**config.mk**
```make
export PLATFORM = sky130hd
export DESIGN_NAME = countdown_timer
export DESIGN_NICKNAME = d
export VERILOG_FILES = /design/src/rtl/countdown_pkg.sv /design/src/rtl/countdown_timer_digit.sv /design/src/rtl/countdown_timer.sv
export SDC_FILE = /design/constraint.sdc
export NUM_CORES = 1
export LEC_CHECK = 0
export ABC_AREA = 1
export BUFFER_PORTS_ARGS = -buffer_cell sky130_fd_sc_hd__clkbuf_2
export CAP_MARGIN = 30
export CORE_ASPECT_RATIO = 1.1
export CORE_MARGIN = 2
export CORE_UTILIZATION = 55
export CTS_CLUSTER_SIZE = 16
export DETAILED_ROUTE_END_ITERATION = 7
export HOLD_SLACK_MARGIN = 0.15
export PLACE_DENSITY = 0.77
export SKIP_LAST_GASP = 1
export SLEW_MARGIN = 15
export SYNTH_ARGS = -nofsm -noshare
export SYNTH_HDL_FRONTEND = slang
export SYNTH_SLANG_ARGS = --single-unit
```
**constraint.sdc**
```tcl
create_clock -name clk -period 2.6 [get_ports clk]
set_input_delay 0.26 -clock clk [delete_from_list [all_inputs] [get_ports clk]]
set_output_delay 0.26 -clock clk [all_outputs]
set_load 0.01 [all_outputs]
```
**src/rtl/countdown_pkg.sv**
```systemverilog
// Shared types and helpers for the BCD countdown timer.
package countdown_pkg;

    typedef enum logic [1:0] {
        IDLE   = 2'd0,
        RUN    = 2'd1,
        PAUSED = 2'd2,
        DONE   = 2'd3
    } state_t;

    localparam logic [3:0] BCD_MAX = 4'd9;

    // Clamp a nibble to a legal BCD digit; 0xA..0xF become 9.
    function automatic logic [3:0] bcd_sat(input logic [3:0] d);
        return (d > BCD_MAX) ? BCD_MAX : d;
    endfunction

endpackage

```
**src/rtl/countdown_timer_digit.sv**
```systemverilog
// One BCD digit of the down-counter: loadable, decrements with wrap 0 -> 9.
module bcd_down_digit
    import countdown_pkg::*;
(
    input  logic       clk,
    input  logic       rst,
    input  logic       load,
    input  logic [3:0] load_val,
    input  logic       dec,
    output logic [3:0] q,
    output logic       zero
);

    logic [3:0] q_q;
    logic [3:0] q_d;

    // Next digit value: load wins, otherwise borrow-driven decrement.
    always_comb begin
        q_d = q_q;
        if (load) begin
            q_d = bcd_sat(load_val);
        end else if (dec) begin
            q_d = (q_q == 4'd0) ? BCD_MAX : (q_q - 4'd1);
        end
    end

    // Digit register with asynchronous active-low clear.
    always_ff @(posedge clk or negedge rst) begin
        if (!rst) begin
            q_q <= 4'd0;
        end else begin
            q_q <= q_d;
        end
    end

    assign q    = q_q;
    assign zero = (q_q == 4'd0);

endmodule

```
**src/rtl/countdown_timer.sv**
```systemverilog
// Multi-digit BCD countdown timer with prescaler, run/pause and expiry flag.
//
//   state  | meaning
//   -------+-----------------------------------------------------------
//   IDLE   | loaded or reset, waiting for start
//   RUN    | prescaler running, count decrements once per TICK_DIV cycles
//   PAUSED | prescaler and count frozen, start resumes
//   DONE   | count reached zero, expired held until load or start
module countdown_timer
    import countdown_pkg::*;
#(
    parameter int DIGITS   = 4,
    parameter int TICK_DIV = 50_000_000
) (
    input  logic                  clk,
    input  logic                  rst,
    input  logic                  load,
    input  logic [4*DIGITS-1:0]   load_value,
    input  logic                  start,
    input  logic                  pause,
    output logic [4*DIGITS-1:0]   count,
    output logic                  busy,
    output logic                  done,
    output logic                  expired
);

    // A divide-by-one prescaler still needs a one-bit register to stay legal.
    localparam int              PW      = (TICK_DIV > 1) ? $clog2(TICK_DIV) : 1;
    localparam logic [PW-1:0]   PS_LAST = PW'(TICK_DIV - 1);

    state_t          state_q, state_d;
    logic [PW-1:0]   presc_q, presc_d;
    logic            busy_q, busy_d;
    logic            done_q, done_d;
    logic            expired_q, expired_d;

    logic [DIGITS-1:0] zero;
    logic [DIGITS-1:0] dec;
    logic              tick;
    logic              count_zero;
    logic              upper_zero;
    logic              count_is_one;

    // Pause and load both suppress the tick in the cycle they are seen.
    assign tick = (state_q == RUN) && !load && !pause && (presc_q == PS_LAST);

    for (genvar gi = 0; gi < DIGITS; gi++) begin : g_digit
        if (gi == 0) begin : g_lsd
            assign dec[gi] = tick;
        end else begin : g_upper
            assign dec[gi] = tick & (&zero[gi-1:0]);
        end

        bcd_down_digit u_digit (
            .clk      (clk),
            .rst      (rst),
            .load     (load),
            .load_val (load_value[4*gi +: 4]),
            .dec      (dec[gi]),
            .q        (count[4*gi +: 4]),
            .zero     (zero[gi])
        );
    end

    if (DIGITS > 1) begin : g_upper_zero
        assign upper_zero = &zero[DIGITS-1:1];
    end else begin : g_single
        assign upper_zero = 1'b1;
    end

    assign count_zero   = &zero;
    // The value 1 is the only one whose next tick lands on zero.
    assign count_is_one = upper_zero && (count[3:0] == 4'd1);

    // Next state, prescaler and registered output values.
    always_comb begin
        state_d = state_q;
        presc_d = presc_q;
        done_d  = 1'b0;
        if (load) begin
            state_d = IDLE;
            presc_d = '0;
        end else begin
            case (state_q)
                IDLE, DONE: begin
                    if (start) begin
                        if (count_zero) begin
                            state_d = DONE;
                            done_d  = 1'b1;
                        end else begin
                            state_d = RUN;
                            presc_d = '0;
                        end
                    end
                end
                RUN: begin
                    if (pause) begin
                        state_d = PAUSED;
                    end else if (tick) begin
                        presc_d = '0;
                        if (count_is_one) begin
                            state_d = DONE;
                            done_d  = 1'b1;
                        end
                    end else begin
                        presc_d = presc_q + PW'(1);
                    end
                end
                PAUSED: begin
                    if (start && !pause) begin
                        state_d = RUN;
                    end
                end
                default: state_d = IDLE;
            endcase
        end
        busy_d    = (state_d == RUN) || (state_d == PAUSED);
        expired_d = (state_d == DONE);
    end

    // FSM state, prescaler and output registers.
    always_ff @(posedge clk or negedge rst) begin
        if (!rst) begin
            state_q   <= IDLE;
            presc_q   <= '0;
            busy_q    <= 1'b0;
            done_q    <= 1'b0;
            expired_q <= 1'b0;
        end else begin
            state_q   <= state_d;
            presc_q   <= presc_d;
            busy_q    <= busy_d;
            done_q    <= done_d;
            expired_q <= expired_d;
        end
    end

    assign busy    = busy_q;
    assign done    = done_q;
    assign expired = expired_q;

endmodule

```
### After elaboration in Yosys (flattened, before gate mapping)

Index checks and enable logic that the tools add are counted.

* flip-flop bits (word level): 47
* bits of input ports: 21
* logic and storage cells: 93

* bitwise gates (word level): 3
* multiplexer cells: 37
* equal/unequal tests: 11
* magnitude comparators: 4
* reduce and logical (&&, ||, !) cells: 24
* add/sub/neg operators: 5

Operator list (number)
* $mux 26: 5
* $mux 4: 16
* $pmux 26 s2: 1
* $add 26x1->26 const B: 1
* $eq 26x26->1 const B: 1
* $gt 4x4->1 const B: 4
* $logic_not 4->1: 4
* $sub 4x1->4 const B: 4
* $mux 2: 7
* $ne 3x3->1 const B: 3
* $eq 2x2->1 const B: 4
* $reduce_and 4->1: 2
* $reduce_bool 2->1: 4
* $mux 1: 6
* $pmux 2 s3: 1
* $reduce_and 3->1: 2
* $logic_and 1x1->1: 5
* $eq 2x1->1 const B: 2
* $eq 4x1->1 const B: 1
* $and 1x1->1: 3
* $reduce_bool 3->1: 1
* $logic_not 1->1: 2
* $logic_not 2->1: 1
* $pmux 1 s2: 1
* other kinds (3): 3

### Longest topological paths before layout

* word-level depth: 10
* mapped depth: 13
* mapped depth without buffers: 11

### Cells and area by module

From an unflattened synthesis, not the netlist that was laid out.

* cells, all modules: 458
* area, all modules: 3124.2 um^2

By module, submodules not included
* countdown_timer: cells each 294, instances 1, area an instance 2078.2 um^2, seq. area each 775.7 um^2
* bcd_down_digit: cells each 41, instances 4, area an instance 261.5 um^2, seq. area each 100.1 um^2

### Worst setup path after synthesis

OpenSTA, ideal clock, no wires.

* path kind: register to register
* start: register state_q[1]
* end: register busy_q, in the netlist busy
* setup time: 126 ps
* data arrival time: 1809 ps
* path buffers: 1
* data required time: 2474 ps
* stages on the path, launching flop included: 13
* period minus slack after synthesis: 1935 ps
* path slack: 665 ps
* cells stage by stage: dfrtp_1 inv_1 ha_1 buf_4 inv_2 nor2_2 nand3b_1 nor2_1 nand3_1 nand2_1 nand2_1 a21oi_1 ha_1

* longest elaborated chain between the ends: 10
* elaborated cells on any way between the ends: 18

Ends and longest elaborated chain
* start, declared: line countdown_timer.sv:31 `state_t state_q, state_d;`
* start signal, assigned: line countdown_timer.sv:130 `state_q <= state_d;`
* $eq 2x1->1: line countdown_timer.sv:45, countdown_timer.sv:84
* $logic_and 1x1->1 (3 in series): line countdown_timer.sv:45 `assign tick = (state_q == RUN) && !load && !pause && (presc_q == PS_LAST);`
* $mux 2: line countdown_timer.sv:99 `end else if (tick) begin`
* $mux 2: line countdown_timer.sv:97 `if (pause) begin`
* $pmux 2 s3 *: line countdown_timer.sv:84 `case (state_q)`
* $mux 2 *: line countdown_timer.sv:80 `if (load) begin`
* via state_d[0]: line countdown_timer.sv:31
* $eq 2x1->1 or $eq 2x2->1 (tied branches): line countdown_timer.sv:117 `busy_d = (state_d == RUN) || (state_d == PAUSED);`
* $logic_or 1x1->1 *: line countdown_timer.sv:117
* via busy_d: line countdown_timer.sv:33 `logic busy_q, busy_d;`
* end signal, assigned: line countdown_timer.sv:132 `busy_q <= busy_d;`
* end, declared: line countdown_timer.sv:33

The timed path passes the listed nets; every way through them passes the cells marked *.
A chain may end at the register's enable or synchronous reset.

### Final worst setup path

Same ends and word-level chain as after synthesis.

==> run summary <==
NumNets Final: 553
Mux contribution to synthesized area: 0
Outcome: finished clean
Vias in the first global route: 3084
Post-synth net total: 511
Post-layout min period: 2.319 ns
Power Dens Cells: 658.1 nW/um^2
Synth cell types: 36
CTS Sinks: 47
GR Overflow Total: 0
Initial Utilization: 0.5695
Clock transition at the registers of the reported paths: 0.09 ns
FFs w/ async S/R, synth: 1.000
Vias per inst: 5.195
Final worst-path cycle share: 0.8919
Die Ht: 85.07 um
Area grow syn2layout: 11.39%
Register Area: 1176 sq um
Fraction of layout cells with a size suffix above 1: 0.1458
Syn Std Cell Area: 3286 sq um
CTS tree: built
Post-synth EDFFs: 0
Crit Path Max Fanout: 9
WHS Path Cells: 3
Synth Flop Type: dfrtp_1
Rel. slew slack: 0.6025
Crit path from: state_q[1]$_DFF_PN0_
Seq/Total Area, Yosys: 0.3580
CTS Root Cell: clkbuf_8
Maximum vdd ir drop: 0.0003109 V
Leakage: 1.922 nW
RePlAce Congestion: 0.8663
Tot Pwr: 2.409 mW
Final Hold Fails: 0
Post-Layout Cell Count: 605
Worst r2r path cells: 11
Post-CTS sizing: 0
Antenna violations before repair: 0
Yosys warning count: 0
Slowest stage delay, CP: 0.46 ns
Synth Area in Simple Gates: 0.3976
Clock buffer depth: 2
Total die area: 6609 sq um
Detailed-route via count: 3143
Cts bufs inserted: 5
Clk_skew: 0.005160 ns
Routed len/inst: 12.07 um
# setup viols final: 0
Post-DP HPWL: 5478 um
Synth Area in Compound Gates: 0.1036
Total GRT Usage: 0.2342
Largest net degree at the start of global routing: 48
Largest family of logic cells by synthesized area: simple AND/OR/NAND/NOR gates
Total Wirelength: 7300 um
Crit start category: flop
Synthesized-area fraction occupied by adder cells: 0.01904
Xor-xnor portion of the synthesized cell area: 0.03199
RSZ-0062 raised after global routing: no
Worst-margin pin slew: 0.5963 ns
Arrival @ worst endpoint: 2.51 ns
Final Max Slew Viols: 0
Inst Count DP: 596
DRC violations left: 0
Row cnt: 29
IO Port Bufs: 39
Syn avg cell area: 6.775 sq um
Multi-input logic area: 1814 sq um
# diodes: 0
Setup TNS: 0 ns
Count of antenna-violating nets left after detailed routing: 0
CP Cell Sequence: inv_1 > ha_1 > inv_2 > nor2_2 > nand3b_1 > nor2_1 > nand3_1 > nand2_1 > nand2_1 > a21oi_1 > ha_1
Max Clock Freq: 431.2 MHz
Crit end category: flop
Post-CTS setup buffers: 0
Seq cells post-synth: 47
Die W: 77.70 um
Reg2Reg Launch Point: state_q[1]$_DFF_PN0_
Worst path slowest cell: dfrtp_1
DRT iter0 DRCs: 174
Hold Crit Class: input pin to flop
I/O pin count: 40
H-tree Lvls: 2
Hold_sp: load_value[8]
1st-pass router iterations: 5
First-pass GRT wire length: 12920 um
Core footprint: 5769 sq um
CP Class: flop to flop
Cells after Synth: 485
Required @ worst endpoint: 2.79 ns
Max_cap viols: 0
Fillcell total: 544
Clk_lat worst skew: 0.30 ns
Hold buffers post-CTS: 1
[final timing paths]
| path | to | slack, ns |
|---|---|---|
| max in group asynchronous | presc_q[14]$_DFFE_PN0P_ | 1.62 |
| max reg2reg | busy$_DFF_PN0_ | 0.28 |
| min in group asynchronous | g_digit[1].u_digit.q[1]$_DFFE_PN0P_ | 0.57 |
| min reg2reg | presc_q[25]$_DFFE_PN0P_ | 0.52 |
| min | g_digit[2].u_digit.q[0]$_DFFE_PN0P_ | 0.25 |
| max | busy$_DFF_PN0_ | 0.28 |
[flip-flops by register name (all words and copies together) (netlist names)]
signal             count
done                   1
g_digit.u_digit.q     16
state_q                2
expired                1
busy                   1
presc_q               26
[logic make-up (layout without fill, tap and decap cells)]
logic type      after synthesis  in the layout
simple gates                295            295
buf+inv                      68            111
compound gates               58             58
flops                        47             47
xor+xnor                     12             12
fa+ha+maj                     5              5
[layout by cell type (no fill, tap or decap), drive strengths merged, types with 2 or more instances in the layout]
cell type,netlist,final
a21oi,14,14
a22oi,2,2
and2,2,2
buf,5,3
clkbuf,3,45
dfrtp,47,47
ha,5,5
inv,60,60
nand2,176,176
nand3,41,41
nand3b,4,4
nand4,9,9
nor2,54,54
nor3,8,8
o21ai,31,31
o21bai,4,4
o31ai,3,3
xnor2,3,3
xor2,9,9
[where the power goes]
part / leakage (nW) / internal, mW / switching (mW) / total, mW
logic: 1.23 / 0.315 / 0.580 / 0.896
clock network: 0.0612 / 0.311 / 0.254 / 0.565
registers: 0.630 / 0.836 / 0.112 / 0.948
[cell type report]
class	count	area share
Clock buffer	6	0.02256
Timing Repair Buffer	43	0.06222
Multi-Input combinational cell	370	0.4957
Sequential cell	47	0.3214
Tap cell	77	0.02632
Clock inverter	2	0.009573
Inverter	60	0.06222
[Yosys cell counts (6+ instances only)]
cell type | instances | area, sq um
nand4_1 | 9 | 56.30
nand2_1 | 165 | 619.3
dfrtp_1 | 47 | 1176
o21ai_0 | 27 | 135.1
inv_1 | 57 | 214.0
nor2_1 | 46 | 172.7
xor2_1 | 9 | 78.83
nor3_1 | 8 | 40.04
nand2_2 | 6 | 37.54
a21oi_1 | 13 | 65.06
nand3_1 | 40 | 200.2
[worst max-delay path: cells and delay by family (launching register included)]
kind	cells	cell delay (ns)
AO/OA/AOI/OAI	1	0.17
flip-flops	1	0.46
buffers and inverters	2	0.19
adder cells (fa/ha/maj)	2	0.60
AND/OR/NAND/NOR	6	0.81
[layer usage]
metal | GRT usage | vias up | wire, um
li1 | - | 1627 | -
met1 | 0.2965 | 1409 | 3345
met4 | 0.08442 | 0 | 122
met5 | 0 | - | 0
met3 | 0.03830 | 12 | 378
met2 | 0.4036 | 95 | 3453
[per-stage QoR]
step | area, sq um | hold slack (ns) | util | worst slack [ns]
CTS | 3660 | 0.2401 | 0.6344 | 0.3049
finish | 3660 | 0.2527 | 0.6344 | 0.2810
detailed placement | 3532 | 0.3917 | 0.6122 | 0.3243
floorplan | 3286 | -0.03559 | - | 0.6648
global placement | 3532 | 0.3941 | 0.6122 | 0.4187
global route | 3660 | 0.2725 | 0.6344 | 0.07858
Power figures use the tool's default switching activity.
